$ cat src/rtl/onehot_sel_mux_pipe.sv
// onehot_sel_mux_pipe: one-hot (or lowest-index priority) channel select mux
// feeding a 1-deep valid/ready output register. It also flags multi-hot and
// no-hot selects per beat and keeps a saturating multi-hot error counter.
module onehot_sel_mux_pipe #(
    parameter int WIDTH    = 32,
    parameter int NCH      = 4,
    parameter int MODE     = 0,
    parameter int ERRCNT_W = 8
) (
    input  logic                  clk,
    input  logic                  rst,
    input  logic                  in_valid,
    output logic                  in_ready,
    input  logic [NCH-1:0]        sel,
    input  logic [NCH*WIDTH-1:0]  data,
    output logic                  out_valid,
    input  logic                  out_ready,
    output logic [WIDTH-1:0]      out_data,
    output logic                  out_multi,
    output logic                  out_none,
    input  logic                  clr_err,
    output logic [ERRCNT_W-1:0]   err_cnt
);

    // Packed view of the flat data bus: ch[i] is data[i*WIDTH +: WIDTH].
    logic [NCH-1:0][WIDTH-1:0] ch;
    logic [WIDTH-1:0]          sel_data;
    logic                      sel_multi;
    logic                      sel_none;
    logic                      seen;
    logic                      accept;

    assign ch = data;

    generate
        if (MODE == 0) begin : g_and_or
            // AND-OR combine: every selected channel contributes its bits.
            always_comb begin
                sel_data = '0;
                for (int i = 0; i < NCH; i++)
                    sel_data = sel_data | (ch[i] & {WIDTH{sel[i]}});
            end
        end else begin : g_prio
            // Lowest index wins: scan from the top so the last hit is the lowest.
            always_comb begin
                sel_data = '0;
                for (int i = NCH - 1; i >= 0; i--)
                    if (sel[i]) sel_data = ch[i];
            end
        end
    endgenerate

    // popcount(sel) >= 2 without a full adder tree: a second set bit after one seen.
    always_comb begin
        seen      = 1'b0;
        sel_multi = 1'b0;
        for (int i = 0; i < NCH; i++) begin
            if (sel[i]) begin
                sel_multi = sel_multi | seen;
                seen      = 1'b1;
            end
        end
    end

    assign sel_none = ~|sel;

    // Register is free when empty or being drained this cycle.
    assign in_ready = !out_valid || out_ready;
    assign accept   = in_valid && in_ready;

    // Output buffer: load on accept, drop valid on a drain with no new beat.
    always_ff @(posedge clk) begin
        if (rst) begin
            out_valid <= 1'b0;
            out_data  <= '0;
            out_multi <= 1'b0;
            out_none  <= 1'b0;
        end else if (accept) begin
            out_valid <= 1'b1;
            out_data  <= sel_data;
            out_multi <= sel_multi;
            out_none  <= sel_none;
        end else if (out_valid && out_ready) begin
            out_valid <= 1'b0;
        end
    end

    // Saturating multi-hot counter; a clear beats a simultaneous increment.
    always_ff @(posedge clk) begin
        if (rst || clr_err)
            err_cnt <= '0;
        else if (accept && sel_multi && (err_cnt != {ERRCNT_W{1'b1}}))
            err_cnt <= err_cnt + ERRCNT_W'(1);
    end

endmodule

$ cat config.mk
export PLATFORM = sky130hd
export DESIGN_NAME = onehot_sel_mux_pipe
export DESIGN_NICKNAME = d
export VERILOG_FILES = /design/src/rtl/onehot_sel_mux_pipe.sv
export SDC_FILE = /design/constraint.sdc
export NUM_CORES = 1
export LEC_CHECK = 0
export CELL_PAD_IN_SITES_DETAIL_PLACEMENT = 0
export CELL_PAD_IN_SITES_GLOBAL_PLACEMENT = 1
export CORE_ASPECT_RATIO = 1.2
export CORE_UTILIZATION = 25
export DETAILED_ROUTE_END_ITERATION = 16
export DONT_BUFFER_PORTS = 1
export GPL_TIMING_DRIVEN = 0
export PLACE_DENSITY = 0.61
export SKIP_CTS_REPAIR_TIMING = 1
export SLEW_MARGIN = 20
export SYNTH_ARGS = -nofsm -noshare
export SYNTH_HDL_FRONTEND = slang
export SYNTH_SLANG_ARGS = --single-unit
$ cat constraint.sdc
create_clock -name clk -period 3.3 [get_ports clk]
set_input_delay 0.66 -clock clk [delete_from_list [all_inputs] [get_ports clk]]
set_output_delay 0.66 -clock clk [all_outputs]
set_load 0.005 [all_outputs]
# After elaboration in Yosys (flattened, before gate mapping)

Cells that the tools add are included.

Add/sub/neg operators: 1
Equal/unequal tests: 1
Mux-type cells: 8
Bitwise logic cells: 9
Reduce and logical (&&, ||, !) cells: 10

Operator list:

| kind                                         | number |
|---|---|
| bitwise AND 32 bit                           | 4 |
| OR 32 bit                                    | 3 |
| adder 8 x 1 -> 8 bit, second input constant  | 1 |
| 2-to-1 mux 1 bit                             | 8 |
| inequality test 8 bit, second input constant | 1 |
| logical AND 1 bit                            | 4 |
| OR reduction 4 bit                           | 1 |
| zero test 1 bit                              | 2 |
| logical OR 1 bit                             | 2 |
| OR 1 bit                                     | 2 |
| nonzero test 2 bit                           | 1 |

Flip-flop bits (word level): 43
Word-level logic and storage cells: 34

# Depth between registers and ports, before layout

Gate-level depths: netlist of run 1.

Word-level depth: 8
Gate-level depth with buffers: 7
Mapped depth without buffers: 5

# Least setup slack after synthesis of run 1

OpenSTA, ideal clock, no wires.

Kind: input to register
Start point: input port sel[1]
End point: register err_cnt[2]
Library setup time: 115 ps
Arrival time: 1,657 ps
Path slack: 1,528 ps
Stages on the path: 6
Path buffers: 2
Cell sequence: buf_4 > maj3_4 > o21ai_4 > buf_6 > nor4_1 > o21a_1

Longest elaborated chain between the ends: 7
Elaborated cells between the ends (all ways): 9
Classes of those cells: 5 x mux; 2 x bitwise; 2 x reduce/logical

RTL lines:

| item                               | line | RTL |
|---|---|---|
| start, declared                    | 14   | `input logic [NCH-1:0] sel,` |
| 2-to-1 mux 1 bit                   | 58   | `if (sel[i]) begin` |
| OR 1 bit                           | 59   | `sel_multi = sel_multi \| seen;` |
| 2-to-1 mux 1 bit                   | 58   |  |
| OR 1 bit                           | 59   |  |
| 2-to-1 mux 1 bit (*)               | 58   |  |
| logical AND 1 bit (*) (2 in a row) | 92   | `else if (accept && sel_multi && (err_cnt != {ERRCNT_W{1'b1}}))` |
| end signal, assigned               | 93   | `err_cnt <= err_cnt + ERRCNT_W'(1);` |
| end, declared                      | 22   | `output logic [ERRCNT_W-1:0] err_cnt` |

Mark *: on every way between the ends. The rest lies on a longest branch, timed or not.
A chain may end at the register's enable or synchronous reset.

# Worst setup path after layout of run 1

Start point: input port sel[0]
End point: register out_data[21]

Longest elaborated chain between the ends: 4

RTL lines:

| item                   | line | RTL |
|---|---|---|
| bitwise AND 32 bit     | 41   | `sel_data = sel_data \| (ch[i] & {WIDTH{sel[i]}});` |
| OR 32 bit (3 in a row) | 41   |  |
| end signal, assigned   | 80   | `out_data <= sel_data;` |
| end, declared          | 18   | `output logic [WIDTH-1:0] out_data,` |

No other way between the ends.

==> out/qor.txt, run 1 <==
Rel. slew slack -> 0.641
Detail Placement HPWL -> 5.83 mm
Worst-Margin Slew -> 0.538 ns
register bit total from synthesis -> 43
Vias -> 2,146
setup violators final -> 0
crit-path cells -> clkbuf_1 > clkbuf_1 > a221oi_1 > a211oi_1
die width -> 88.4 um
CTS buffer count -> 5
# IOs -> 181
register area share after synthesis -> 0.385
drt total wl -> 7.58 mm
Async S/R FF share, synth -> 0
via-per-instance ratio -> 5.68
I/O Buffers -> 0
Final min period -> 1.71 ns
Max Buffers Root-to-Sink -> 2
1st-pass router iterations -> 4
CP startpoint kind -> input pin
final worst-path cycle share -> 0.518
Post-synth EDFFs -> 0
area of the mapped netlist -> 2240 sq um
Min-Delay Path Class -> flop to flop
setup_tns -> 0 ns
Peak VDD IR -> 145 uV
first-pass GRT wire length -> 10.9 mm
Antenna Cells -> 0
Worst Path Arrival -> 1.92 ns
Synth-to-Final Area Change -> 11.6%
Overall Global Routing Usage -> 0.156
CP Max Fanout -> 10
Remaining DRCs -> 0
CP Data Required Time -> 3.51 ns
drt initial violations -> 91
clk_lat worst skew -> 0.30 ns
Root Buffer -> clkbuf_8
Die Y -> 106 um
fmax -> 0.585 GHz
Hold Fails Final Rpt -> 0
critical path's slowest cell -> clkbuf_1
critical path's largest stage delay -> 0.46 ns
Std-Cell Rows -> 37
grt ovf -> 0
Power Dens Cells -> 474 nW/um^2
Post-Syn Nets -> 391
CTS sink count -> 43
# nets final -> 398
antenna violations before repair -> 0
Leak Pwr -> 0.000820 uW
number of antenna-violating nets in the routed design -> 0
Worst-path clk slew -> 0.09 ns
Placer Congestion -> 0.685
CTS tree -> done
largest net degree at the start of global routing -> 15
die area -> 9330 sq um
RSZ-0062 raised after global routing -> false
Avg Cell Area, Syn -> 8.84 sq um
Crit. End Element -> flop
Top cell by count, worst path -> clkbuf_1
WL/cell -> 20.0 um
Max-cap violations -> 0
H-tree depth -> 2
Distinct cells, synth -> 37
Synthesis Warnings -> 0
Clock Skew -> 0.00666 ns
vias in the first global route -> 1,950
share of cells above drive strength 1 -> 0.0958
outcome -> finished clean
Core Region -> 8610 sq um
Synth Flop Type -> dfxtp_1
Fin Hold WS -> 0.478 ns
CP Class -> input pin to flop
Starting Density -> 0.260
Slew Viols, Final -> 0
synthesized instance count -> 253
==> cell families after synthesis <==
family                   share of synthesized area
AO/OA/AOI/OAI                                0.400
adder cells (fa/ha/maj)                     0.0117
buffers and inverters                       0.0671
flip-flops                                   0.385
multiplexers                               0.00447
AND/OR/NAND/NOR                              0.131
==> cell type report <==
type	instances	area [sq um]
tap	117	146
multi-input combinational	179	1230
clock inverter	3	43.8
inverter	1	3.75
fill	964	6110
sequential	43	861
clock buffer	5	68.8
buffer	30	146
==> sequential cells by signal, summed over array words and instances (netlist names) <==
register / count
out_none: 1
err_cnt: 8
out_data: 32
out_multi: 1
out_valid: 1
==> final timing paths <==
check,start,to,slack (ns),cells after the start
worst max register to register,out_valid$_SDFFE_PP0P_,err_cnt[1]$_SDFFE_PP0P_,1.65,7
worst min register to register,out_multi$_SDFFE_PP0P_,out_multi$_SDFFE_PP0P_,0.48,2
worst min-delay path,out_multi$_SDFFE_PP0P_,out_multi$_SDFFE_PP0P_,0.48,2
worst max-delay path,sel[0],out_data[21]$_SDFFE_PP0P_,1.59,4
==> through the flow <==
| step | power, uW | instances | area, sq um | utilization | setup slack [ns] |
|---|---|---|---|---|---|
| 5_1_grt | 1260 | 378 | 2500 | 0.290 | 1.48 |
| 3_5_place_dp | 780 | 370 | 2380 | 0.277 | 1.27 |
| 2_1_floorplan | 726 | 253 | 2240 | - | 1.53 |
| 6_report | 1180 | 378 | 2500 | 0.290 | 1.59 |
| 3_3_place_gp | 778 | 370 | 2380 | 0.277 | 1.28 |
| 4_1_cts | 1210 | 378 | 2500 | 0.290 | 1.58 |
==> cells in the mapped netlist, types with 2 or more instances <==
library cell,instances,area share
or3_1,3,0.0084
clkbuf_1,18,0.030
a211oi_1,32,0.11
a22oi_1,32,0.11
o31ai_1,3,0.010
nor2_1,34,0.057
nand2_1,8,0.013
a221oi_1,32,0.13
buf_4,5,0.017
a21oi_1,7,0.016
or4_1,4,0.013
nand2b_1,2,0.0056
nand3_1,2,0.0045
nand4_1,2,0.0056
buf_2,5,0.011
dfxtp_1,43,0.38
==> where the power goes <==
part           internal, uW  leakage (uW)  switching (uW)
Sequential              556      0.000356            29.9
Clock                   226     0.0000581             196
Combinational          70.9      0.000406             106
Total                   853      0.000820             332
==> layout by cell type (no fill, tap or decap), drive strengths merged, types with 2 or more instances in the layout <==
cell type   n
nand2b      2
clkinv      2
or4         4
nand3       2
a21oi       7
nor2       34
a221oi     32
nand4       2
nand2       8
dfxtp      43
a22oi      32
or3         4
o21ai       2
buf        11
a211oi     32
clkbuf     24
o31ai       3
==> routing by layer <==
layer	global-route usage	share of wire	up-vias
li1	-	-	1025
met3	0.0282	0.059	4
met1	0.202	0.44	1020
met5	0	0	-
met4	0.0403	0.0086	0
met2	0.261	0.50	97
==> worst max-delay path: cells and delay by family <==
family	cells	cell delay, ns
buffers and inverters	2	0.79
AOI/OAI and AO/OA	2	0.48
(Power assumes the default switching activity.)
==> inputs of run 2 (changes only) <==
- PLACE_DENSITY: 0.61 -> 0.63
- clock period: 3.3 -> 1.45 ns (I/O delays scaled with it)
==> out/qor.txt, run 2 (same netlist as run 1, synthesis figures left out) <==
outcome -> finished with violations (was finished clean)
failing checks -> setup timing
final setup margin -> -0.0915 ns (was 1.59 ns)
Power Dens Cells -> 999 nW/um^2 (was 474 nW/um^2)
max reg flops -> 32 (unchanged)
Final min period -> 1.54 ns
Max Buffers Root-to-Sink -> 2 (unchanged)
I/O Buffers -> 0 (unchanged)
Remaining DRCs -> 0 (unchanged)
drt initial violations -> 82 (was 91)
Largest Register -> out_data (unchanged)
Root Buffer -> clkbuf_8 (unchanged)
fmax -> 0.649 GHz
Vias -> 2,211 (was 2,146)
most frequent cells in the layout -> 38 x dfxtp_1, 33 x nor2_1, 32 x a22oi_1, 29 x a211oi_1, 21 x a221oi_2 (was 43 x dfxtp_1, 34 x nor2_1, 32 x a22oi_1, 32 x a221oi_1, 32 x a211oi_1)
Die Y -> 106 um (unchanged)
CTS buffer count -> 5 (unchanged)
Regs by FF count -> out_data (32), err_cnt (8) (unchanged)
Max-cap violations -> 0 (unchanged)
Clock Skew -> 0.00397 ns (was 0.00666 ns)
Slew Viols, Final -> 0 (unchanged)
Critical path buffers and inverters -> 0 (was 2)
CP Data Required Time -> 1.69 ns (was 3.51 ns)
die width -> 88.4 um (unchanged)
# nets final -> 400 (was 398)
antenna violations before repair -> 0 (unchanged)
CP Class -> flop to flop (was input pin to flop)
critical path's slowest cell -> or4_4 (was clkbuf_1)
largest net degree at the start of global routing -> 14 (was 15)
Detail Placement HPWL -> 5.81 mm (was 5.83 mm)
Worst-path clk slew -> 0.09 ns (about the same)
Overall Global Routing Usage -> 0.162 (was 0.156)
commonest non-fill, non-tap cell in the layout -> dfxtp_1 (unchanged)
die area -> 9330 sq um (unchanged)
post-layout util -> 0.326 (was 0.290)
Leak Pwr -> 0.000909 uW (was 0.000820 uW)
Rel. slew slack -> 0.481 (was 0.641)
total power draw -> 2800 uW (was 1180 uW)
CTS tree -> done (unchanged)
Crit. End Element -> flop (unchanged)
grt ovf -> 0 (unchanged)
crit-path cells -> ha_4 > nand3_4 > o2111ai_4 > or4_4 > a21oi_2 (was clkbuf_1 > clkbuf_1 > a221oi_1 > a211oi_1)
critical path's largest stage delay -> 0.54 ns (was 0.46 ns)
H-tree depth -> 2 (unchanged)
Worst-Margin Slew -> 0.778 ns (was 0.538 ns)
final worst-path cycle share -> 1.06
share of cells above drive strength 1 -> 0.259 (was 0.0958)
RSZ-0062 raised after global routing -> true (was false)
1st-pass router iterations -> 4 (unchanged)
Peak VDD IR -> 310 uV (was 145 uV)
CP startpoint kind -> flop (was input pin)
# IOs -> 181 (unchanged)
Worst Path Arrival -> 1.78 ns (was 1.92 ns)
first-pass GRT wire length -> 11.4 mm (was 10.9 mm)
clk_lat worst skew -> 0.30 ns (about the same)
Hold Fails Final Rpt -> 0 (unchanged)
drt total wl -> 7.95 mm (was 7.58 mm)
CTS sink count -> 43 (unchanged)
vias in the first global route -> 2,140 (was 1,950)
WL/cell -> 20.9 um (was 20.0 um)
Synth-to-Final Area Change -> 25.4% (was 11.6%)
Placer Congestion -> 0.769 (was 0.685)
Core Region -> 8610 sq um (unchanged)
number of antenna-violating nets in the routed design -> 0 (unchanged)
CP Max Fanout -> 6 (was 10)
Std-Cell Rows -> 37 (unchanged)
via-per-instance ratio -> 5.82 (was 5.68)
CP top delay family -> simple AND/OR/NAND/NOR gates (was buffers and inverters)
Antenna Cells -> 0 (unchanged)
dpl ws -> -0.236 ns (was 1.27 ns)
setup violators final -> 2 (was 0)
Starting Density -> 0.260 (unchanged)
Min-Delay Path Class -> input pin to flop (was flop to flop)
setup_tns -> -0.104 ns (was 0 ns)
## run 2: cell types whose count changed in the layout (fill, tap and decap cells not counted), moves of 4 or more
cell,delta
a221oi_1,-21
a221oi_2,+21
buf_6,+6
dfxtp_1,-5
buf_2,-4
clkbuf_1,-4
## run 2: per-stage QoR
stage | hold WS (ns) | instances | cell area (sq um)
6_report | 0.148 | 380 | 2810
5_1_grt | 0.167 | 380 | 2810
4_1_cts | 0.118 | 378 | 2510
3_5_place_dp | 0.450 | 370 | 2390
3_3_place_gp | 0.459 | 370 | 2390
2_1_floorplan | 0.433 | 253 | 2240
## run 2: worst reg2reg max path: cells and delay by family, from the launching register on
| family | cells | cell delay, ns |
|---|---|---|
| and+or+nand+nor | 2 | 0.64 |
| AOI/OAI and AO/OA | 2 | 0.30 |
| adders and majority gates | 1 | 0.17 |
| DFF | 1 | 0.38 |
## run 2: final cells by class
type	instances	area (sq um)
flip-flops and latches	43	872
plain buffers	30	206
inverters	1	3.75
multi-input cells	179	1450
clock inverters	2	35.0
clock buffers	6	82.6
well taps	117	146
repair buffers	2	15.0
fillers	951	5800
## run 2: final timing paths
kind                                 from                       to  slack, ns  cells after the start
setup / recovery  err_cnt[1]$_SDFFE_PP0P_  err_cnt[5]$_SDFFE_PP0P_      -0.09                      5
hold / removal                   in_valid   out_valid$_SDFFE_PP0P_       0.15                      2
setup reg to reg  err_cnt[1]$_SDFFE_PP0P_  err_cnt[5]$_SDFFE_PP0P_      -0.09                      5
hold reg to reg    out_multi$_SDFFE_PP0P_   out_multi$_SDFFE_PP0P_       0.48                      2
## run 2: power by group
part	switching, uW	internal (uW)
clock network	438	558
registers	67.5	1260
logic	274	203
total	780	2020
## run 2: routing by layer
metal  vias to the layer above  GRT usage  part of all wire
li1                       1033          -                 -
met1                      1060      0.194              0.40
met2                       107      0.283              0.52
met3                        11     0.0290             0.065
met4                         0     0.0588             0.017
met5                         -          0                 0
